`src/rtl/bsf_32.sv`:
```
// Registered 32-bit bit-scan-forward: index of the lowest set bit, plus a nonzero flag.
// Four 8-bit group scans run in parallel; the lowest nonzero group selects the final index.

module bsf_32_grp (
  input  logic [7:0] d_i,
  output logic       nz_o,
  output logic [2:0] idx_o
);
  // Scan from the top down so that the lowest set bit is the last one written.
  always_comb begin
    idx_o = '0;
    for (int i = 7; i >= 0; i--)
      if (d_i[i]) idx_o = 3'(i);
  end

  assign nz_o = |d_i;
endmodule

module bsf_32 (
  input  logic        clk,
  input  logic        rst_n,
  input  logic [31:0] in,
  output logic [4:0]  out,
  output logic        v
);
  localparam int NUM_GRP = 4;
  localparam int GRP_W   = 8;

  logic [NUM_GRP-1:0]      grp_nz;
  logic [NUM_GRP-1:0][2:0] grp_idx;
  logic [1:0]              gsel;
  logic [4:0]              out_d, out_q;
  logic                    v_d, v_q;

  genvar g;
  generate
    for (g = 0; g < NUM_GRP; g++) begin : g_grp
      bsf_32_grp u_grp (
        .d_i   (in[g*GRP_W +: GRP_W]),
        .nz_o  (grp_nz[g]),
        .idx_o (grp_idx[g])
      );
    end
  endgenerate

  // With no set bit, gsel stays 0 and group 0 reports index 0, so out_d is 0.
  always_comb begin
    gsel = '0;
    for (int i = NUM_GRP - 1; i >= 0; i--)
      if (grp_nz[i]) gsel = 2'(i);
    out_d = {gsel, grp_idx[gsel]};
    v_d   = |grp_nz;
  end

  always_ff @(posedge clk or negedge rst_n) begin
    if (!rst_n) begin
      out_q <= '0;
      v_q   <= 1'b0;
    end else begin
      out_q <= out_d;
      v_q   <= v_d;
    end
  end

  assign out = out_q;
  assign v   = v_q;
endmodule

```
`config.mk`:
```
export PLATFORM = sky130hd
export DESIGN_NAME = bsf_32
export DESIGN_NICKNAME = d
export VERILOG_FILES = /design/src/rtl/bsf_32.sv
export SDC_FILE = /design/constraint.sdc
export NUM_CORES = 1
export LEC_CHECK = 0
export ABC_AREA = 1
export CAP_MARGIN = 20
export CORE_ASPECT_RATIO = 1.1
export CORE_MARGIN = 3
export CORE_UTILIZATION = 30
export DETAILED_ROUTE_END_ITERATION = 12
export PLACE_DENSITY_LB_ADDON = 0.12
export SYNTH_ARGS = -nofsm -noshare
export SYNTH_HDL_FRONTEND = slang
export SYNTH_SLANG_ARGS = --single-unit
export TNS_END_PERCENT = 20
```
`constraint.sdc`:
```
create_clock -name clk -period 0.8 [get_ports clk]
set_input_delay 0.12 -clock clk [delete_from_list [all_inputs] [get_ports clk]]
set_output_delay 0.12 -clock clk [all_outputs]
set_load 0.02 [all_outputs]
```
Word level (Yosys, flattened, before mapping)
Cells that the tools add are included.
{"block": "word_totals", "reg_bits": 6, "in_bits": 34, "out_inout_bits": 6}
{"block": "classes", "order_cmp": 1, "n_mux": 38, "n_reduce_logical": 5}
{"operator": "3-bit two-way mux", "n": 33}
{"operator": "32-bit OR reduction", "n": 1}
{"operator": "8-bit OR reduction", "n": 4}
{"operator": "2-bit two-way mux", "n": 4}
{"operator": "3-bit binary-select mux with 2-bit select", "n": 1}
{"operator": "2-bit by 3-bit less-than comparator with 1-bit output (second input constant)", "n": 1}

Longest topological paths before layout
Gate-level depths: netlist of run 1.
{"block": "logic_depth", "depth_word": 10, "depth_mapped": 12, "ltp_nobuf": 12}

Cells and area by module
From an unflattened synthesis of run 1, not the netlist that was laid out.
{"block": "hier_totals", "cells_unflattened": 139, "hier_area_um2": 750.7}
{"mod": "bsf_32_grp", "n_inst": 4, "cells_per_inst": 22, "area_per_inst_um2": 98.8}
{"mod": "bsf_32", "n_inst": 1, "cells_per_inst": 51, "area_per_inst_um2": 355.3}

Worst setup path before layout of run 1
OpenSTA, ideal clock, no wires.
{"block": "synth_path", "path_kind": "input -> register", "startpoint": "input port in[9]", "endpoint": "register out_q[0], in the netlist out[0]", "setup_time_ns": 0.119, "arrival_time_ns": 0.861, "setup_slack_ns": -0.179, "path_stages": 8, "path_buffers": 0, "cell_sequence": "nor2_2 > nand3_2 > nor2_2 > nand2_2 > nand2_4 > inv_4 > a21oi_1 > nand2_1"}
{"block": "synth_via", "elab_chain_cells": 5, "word_cells_on_any_way": 7, "classes_between": "mux: 6; reduce/logical: 1"}
{"element": "start: declaration", "line": "22", "source": "input logic [31:0] in,"}
{"element": "8-bit OR reduction", "line": "16", "source": "assign nz_o = |d_i;"}
{"element": "2-bit two-way mux (2 in series)", "line": "50", "source": "if (grp_nz[i]) gsel = 2'(i);"}
{"element": "named net gsel[0]", "line": "31", "source": "logic [1:0] gsel;"}
{"element": "3-bit binary-select mux with 2-bit select", "line": "51", "source": "out_d = {gsel, grp_idx[gsel]};"}
{"element": "3-bit two-way mux (implied by the code)", "line": "51"}
{"element": "named net out_d[0]", "line": "32", "source": "logic [4:0] out_d, out_q;"}
{"element": "end signal: assignment", "line": "60", "source": "out_q <= out_d;"}
{"element": "end: declaration", "line": "32"}
The timed path passes the listed nets, and every way through them passes these cells. The select of a mux whose other input is x is not followed.

Final worst setup path of run 1
{"block": "layout_path", "startpoint": "input port in[7]", "endpoint": "register out_q[2], in the netlist out[2]"}
{"block": "layout_via", "elab_chain_cells": 10, "word_cells_on_any_way": 12, "classes_between": "mux: 11; reduce/logical: 1"}
{"element": "3-bit two-way mux (8 in series)", "line": "13", "source": "if (d_i[i]) idx_o = 3'(i);"}
{"element": "3-bit binary-select mux with 2-bit select (*)", "line": "51"}
{"element": "3-bit two-way mux (implied by the code) (*)", "line": "51"}
{"element": "named net out_d[2]", "line": "32"}
The timed path passes the listed nets; every way through them passes the cells marked *. The select of a mux whose other input is x is not followed.

==> impl_metrics.toml, run 1 <==
[outcome]
status = "finished, violations left"
failed_checks = "negative setup slack"

[worst_setup_path]
cp_num_buf_inv = 2
worst-path-max-fanout = 6
crit_chain = "buf_6 -> or2_4 -> nor2_4 -> nand3_2 -> inv_4 -> nand2_8 -> nand2_4 -> o21ai_2 -> nand2_1 -> nand2_1"
slowest_delay_ns = 0.25
critPathLaunchType = "primary input"
cpMaxStageDelayCell = "or2_4"
path_common_cell = "nand2_1"
cp.required_ns = 0.92
crit_type = "primary input to register"
crit_family = "simple AND/OR/NAND/NOR gates"
worstSetupEndpointType = "register"
cp.arrival_ns = 1.13

[finish]
diodes = 0
stdcell_count = 235
area_delta_synth_final_pct = 122
fin_nets = 243
layout-drive-gt1-share_pct = 64.3
final_cell_mix = "buf_4, nand2_1, buf_2"
final_area_um2 = 1480
layout_commonest_cell = "buf_4"
fin_util_pct = 71.7

[power_and_ir_drop]
p_sw_uw = 341
swShare_pct = 30.9
vdd_ir_drop_max_v = 0.000406
clkPwrFrac_pct = 24.0
powerDensity_nw_per_um2 = 746
leakagePower_nw = 0.816
power_mw = 1.10
combPwrFrac_pct = 47.5
p_int_uw = 763
pwr-share-seq_pct = 28.5

[global_routing]
grt_max_degree = 7
grt.total_usage_pct = 16.7
grt_pass1_vias = 1010
grt_pass1_wl_mm = 3.80
antenna_found_initial = 0
overflow = 0

[detailed_routing]
vias = 1051
via_per_inst = 4.47
drt_iter0_markers = 19
avgRoutedWirePerCell_um = 11.1
postRouteWirelength_mm = 2.60
ant_nets = 0
firstDrtPassIters = 4
drc = 0

[yosys]
synth_cell_types = 22
syn_nets = 153
synth.avg_cell_area_um2 = 5.59
ys_seq_area_share_pct = 22.6
syn_inst = 119
yosysWarnings = 0
ys_ff_latch = 6
syn_area_um2 = 666

[placement]
place_ws_ns = -0.713
portBuffers = 39
dpl-instance-area_um2 = 1280
place_inst = 210
routabilityCongestion = 0.767
dp_hpwl_mm = 1.56

[sta]
tightest_slew_ns = 0.285
slew_headroom_pct = 80.8
hold_ws_ns = 0.109
finalWorstSetupSlack_ns = -0.210
rsz0062_at_grt = "true"
fin_crit_sh_pct = 126
setup_tns_ns = -1.12
setup_viol = 12
drv_slew = 0
period_minus_slack_ns = 1.01
clock.fmax_mhz = 990
hold_viol = 0

[cts]
root_buffer = "clkbuf_4"
postCtsHoldBufs = 0
clkTransAtPathRegs_ns = 0.04
cts_buffers = 3
h-tree-depth = 1
cts_max_path_buffers = 2
cts.sinks = 6
cts_tree = "done"

[min_path]
hold_class = "primary input to async pin"

[floorplan]
num_io_pins = 40
rows = 17
chipWidth_um = 50.9
die_h_um = 55.4
initial_core_util_pct = 32.3
core-area_um2 = 2060
die-area_um2 = 2820

[run]
maxCapViolCount = 0
==> area by class of cell <==
class	instances	area, µm²
tap	28	35.0
fill	178	583
clock buffer	3	22.5
timing repair buffer	85	603
inverter	30	118
sequential	6	150
multi-input combinational	83	552
==> cell families (layout without fill, tap and decap cells) <==
family                 count (synthesis)  count (layout)  share of synthesized area, %
AND/OR/NAND/NOR                       65              65                          44.7
buffers and inverters                 30             118                          17.5
AO/OA/AOI/OAI                         18              18                          15.2
flip-flops                             6               6                          22.6
==> routing by layer <==
| layer | up-vias | GRT usage [%] | wire, µm |
|---|---|---|---|
| met5 | - | 0 | 0 |
| met4 | 0 | 4.23 | 96 |
| met3 | 11 | 1.89 | 129 |
| met2 | 34 | 34.4 | 1450 |
| met1 | 467 | 16.7 | 925 |
| li1 | 539 | - | - |
==> power groups by stage <==
stage / clock network (mW) / registers, mW / logic (mW)
2_1_floorplan: 0 / 0.329 / 0.135
5_1_grt: 0.300 / 0.314 / 0.572
4_1_cts: 0.265 / 0.314 / 0.468
6_report: 0.265 / 0.314 / 0.524
3_3_place_gp: 0 / 0.318 / 0.439
3_5_place_dp: 0 / 0.318 / 0.444
==> sequential cells by signal (all words and copies together), names as in the netlist <==
| name | count |
|---|---|
| out | 5 |
| v | 1 |
==> synthesized netlist by cell type <==
library cell | n | share of area (%)
a21oi_1 | 7 | 5.3
a31oi_1 | 2 | 1.9
clkinv_2 | 1 | 0.75
dfrtp_1 | 6 | 23
inv_1 | 17 | 9.6
inv_2 | 11 | 6.2
inv_4 | 1 | 0.94
nand2_1 | 39 | 22
nand2_2 | 1 | 0.94
nand2_4 | 1 | 1.7
nand3_1 | 5 | 3.8
nand3_2 | 2 | 3.0
nor2_1 | 10 | 5.6
nor2_2 | 5 | 4.7
nor2_4 | 1 | 1.7
o211ai_1 | 1 | 1.1
o21ai_0 | 2 | 1.5
o21ai_1 | 3 | 2.3
o21bai_1 | 1 | 1.1
o22ai_1 | 1 | 0.94
o31ai_1 | 1 | 1.1
or2_4 | 1 | 1.3
==> repair_timing <==
| action | in CTS | in global routing |
|---|---|---|
| pin swaps | 29 | 19 |
| endpoints found under the setup margin | 12 | 12 |
| buffers inserted | 16 | 6 |
| resized for setup | 141 | 29 |
==> worst max-delay path by stage <==
stage                       from          endpoint  depth (start not counted)
after floorplan            in[7]  out[0]$_DFF_PN0_                          9
after global placement     in[7]  out[2]$_DFF_PN0_                         10
after detailed placement  in[19]  out[2]$_DFF_PN0_                         11
after CTS                  in[6]  out[1]$_DFF_PN0_                         11
after global routing       in[7]  out[2]$_DFF_PN0_                         10
final                      in[7]  out[2]$_DFF_PN0_                         10
Note: power is estimated with default switching activity, not from simulation.
==> run 2: changes to the inputs <==
--- a/config.mk
+++ b/config.mk
@@ -9,7 +9,7 @@
 export CAP_MARGIN = 20
 export CORE_ASPECT_RATIO = 1.1
 export CORE_MARGIN = 3
-export CORE_UTILIZATION = 30
+export CORE_UTILIZATION = 33
 export DETAILED_ROUTE_END_ITERATION = 12
 export PLACE_DENSITY_LB_ADDON = 0.12
 export SYNTH_ARGS = -nofsm -noshare
==> run 2 against run 1 <==
The run still ends with negative setup slack left. Utilization grew 12 points. First-iteration DRC count up 84%. Count of clock-buffer cells in the layout did not move. Total power increased by 5.9%. Sequential power barely moved. Largest cell class unchanged.
==> impl_metrics.toml, run 2 (synthesized netlist as in run 1, its figures left out) <==
[power_and_ir_drop]
leakagePower_nw = 0.858
powerDensity_nw_per_um2 = 755
power_mw = 1.17
vdd_ir_drop_max_v = 0.000528

[sta]
clock.fmax_mhz = 930
finalWorstSetupSlack_ns = -0.276
hold_ws_ns = 0.110
hold_viol = 0
rsz0062_at_grt = "true"
drv_slew = 0
period_minus_slack_ns = 1.08
setup_viol = 11
setup_tns_ns = -1.43
fin_crit_sh_pct = 134
tightest_slew_ns = 0.295
slew_headroom_pct = 80.2

[finish]
layout_commonest_cell = "buf_4"
fin_nets = 251
diodes = 0
largest_reg_flops = 5
final_cell_mix = "buf_4, nand2_1, buf_2"
layout-drive-gt1-share_pct = 65.6
stdcell_count = 242
fin_util_pct = 84.0
area_delta_synth_final_pct = 133

[cts]
cts.sinks = 6
cts_buffers = 3
cts_tree = "done"
h-tree-depth = 1
root_buffer = "clkbuf_4"
cts_max_path_buffers = 2
postCtsHoldBufs = 0
clkTransAtPathRegs_ns = 0.05

[detailed_routing]
postRouteWirelength_mm = 3.20
drt_iter0_markers = 35
vias = 1182
ant_nets = 0
avgRoutedWirePerCell_um = 13.2
via_per_inst = 4.88
firstDrtPassIters = 4
drc = 0

[global_routing]
overflow = 0
grt_pass1_vias = 1014
grt_pass1_wl_mm = 3.94
grt.total_usage_pct = 19.9
antenna_found_initial = 0
grt_max_degree = 7

[run]
maxCapViolCount = 0

[floorplan]
initial_core_util_pct = 36.1
rows = 16
core-area_um2 = 1840
chipWidth_um = 48.8
num_io_pins = 40
die-area_um2 = 2590
die_h_um = 53.1

[worst_setup_path]
worstSetupEndpointType = "register"
cp.required_ns = 0.91
critPathLaunchType = "primary input"
cpMaxStageDelayCell = "or2_4"
cp.arrival_ns = 1.19
worst-path-max-fanout = 6
crit_chain = "buf_6 -> or2_4 -> nor2_4 -> nand3_2 -> inv_4 -> nand2_8 -> nand2_4 -> o21ai_2 -> nand2_1 -> nand2_1"
slowest_delay_ns = 0.25
crit_family = "simple AND/OR/NAND/NOR gates"
cp_num_buf_inv = 2
crit_type = "primary input to register"
path_common_cell = "nand2_1"

[min_path]
hold_class = "primary input to async pin"

[placement]
place_inst = 208
routabilityCongestion = 0.779
portBuffers = 39
dp_hpwl_mm = 1.71

[outcome]
failed_checks = "negative setup slack"
status = "finished, violations left"
run 2: cell count changes in the layout (fill, tap and decap cells not counted), sizes merged:
| cell | change |
|---|---|
| dlygate4sd2 | -1 |
| clkdlybuf4s15 | +1 |
| clkbuf | +1 |
| buf | +7 |
run 2: how the worst max path moves through the flow:
stage	startpoint	end	slack, ns	depth (start not counted)
final	in[6]	out[2]$_DFF_PN0_	-0.28	10
after global routing	in[6]	out[2]$_DFF_PN0_	-0.30	10
after CTS	in[6]	out[2]$_DFF_PN0_	-0.14	10
after detailed placement	in[7]	out[2]$_DFF_PN0_	-0.72	10
after global placement	in[7]	out[2]$_DFF_PN0_	-0.69	10
after floorplan	in[7]	out[0]$_DFF_PN0_	-0.18	9
run 2: cell type report:
cell class	instances	area (µm²)
inverters	30	120
fillers	113	294
repair buffers	93	666
clock buffers	3	22.5
well taps	27	33.8
flip-flops and latches	6	150
multi-input cells	83	556
run 2: power breakdown:
part	switching (mW)	total, mW	leakage [nW]	internal (mW)
clock	0.111	0.281	0.0138	0.170
sequential	0.00131	0.313	0.0760	0.312
combinational	0.267	0.574	0.768	0.307
run 2: layer usage:
metal / wire length, µm / GRT usage [%] / vias up / part of all wire (%)
met2: 1760 / 40.3 / 64 / 55
met4: 96 / 12.3 / 0 / 3.0
met3: 191 / 2.54 / 12 / 6.0
li1: - / - / 551 / -
met5: 0 / 0 / - / 0
met1: 1160 / 19.3 / 555 / 36
run 2: repair_timing:
item	CTS	global route
resized for setup	140	33
gates cloned	0	0
pin swaps	30	16
buffers inserted	26	5
endpoints found under the setup margin	12	12
run 2: metrics by stage:
stage	area [µm²]	setup WS, ns
6_report	1550	-0.276
5_1_grt	1550	-0.302
3_5_place_dp	1270	-0.723
4_1_cts	1440	-0.143
3_3_place_gp	1270	-0.689
2_1_floorplan	671	-0.177
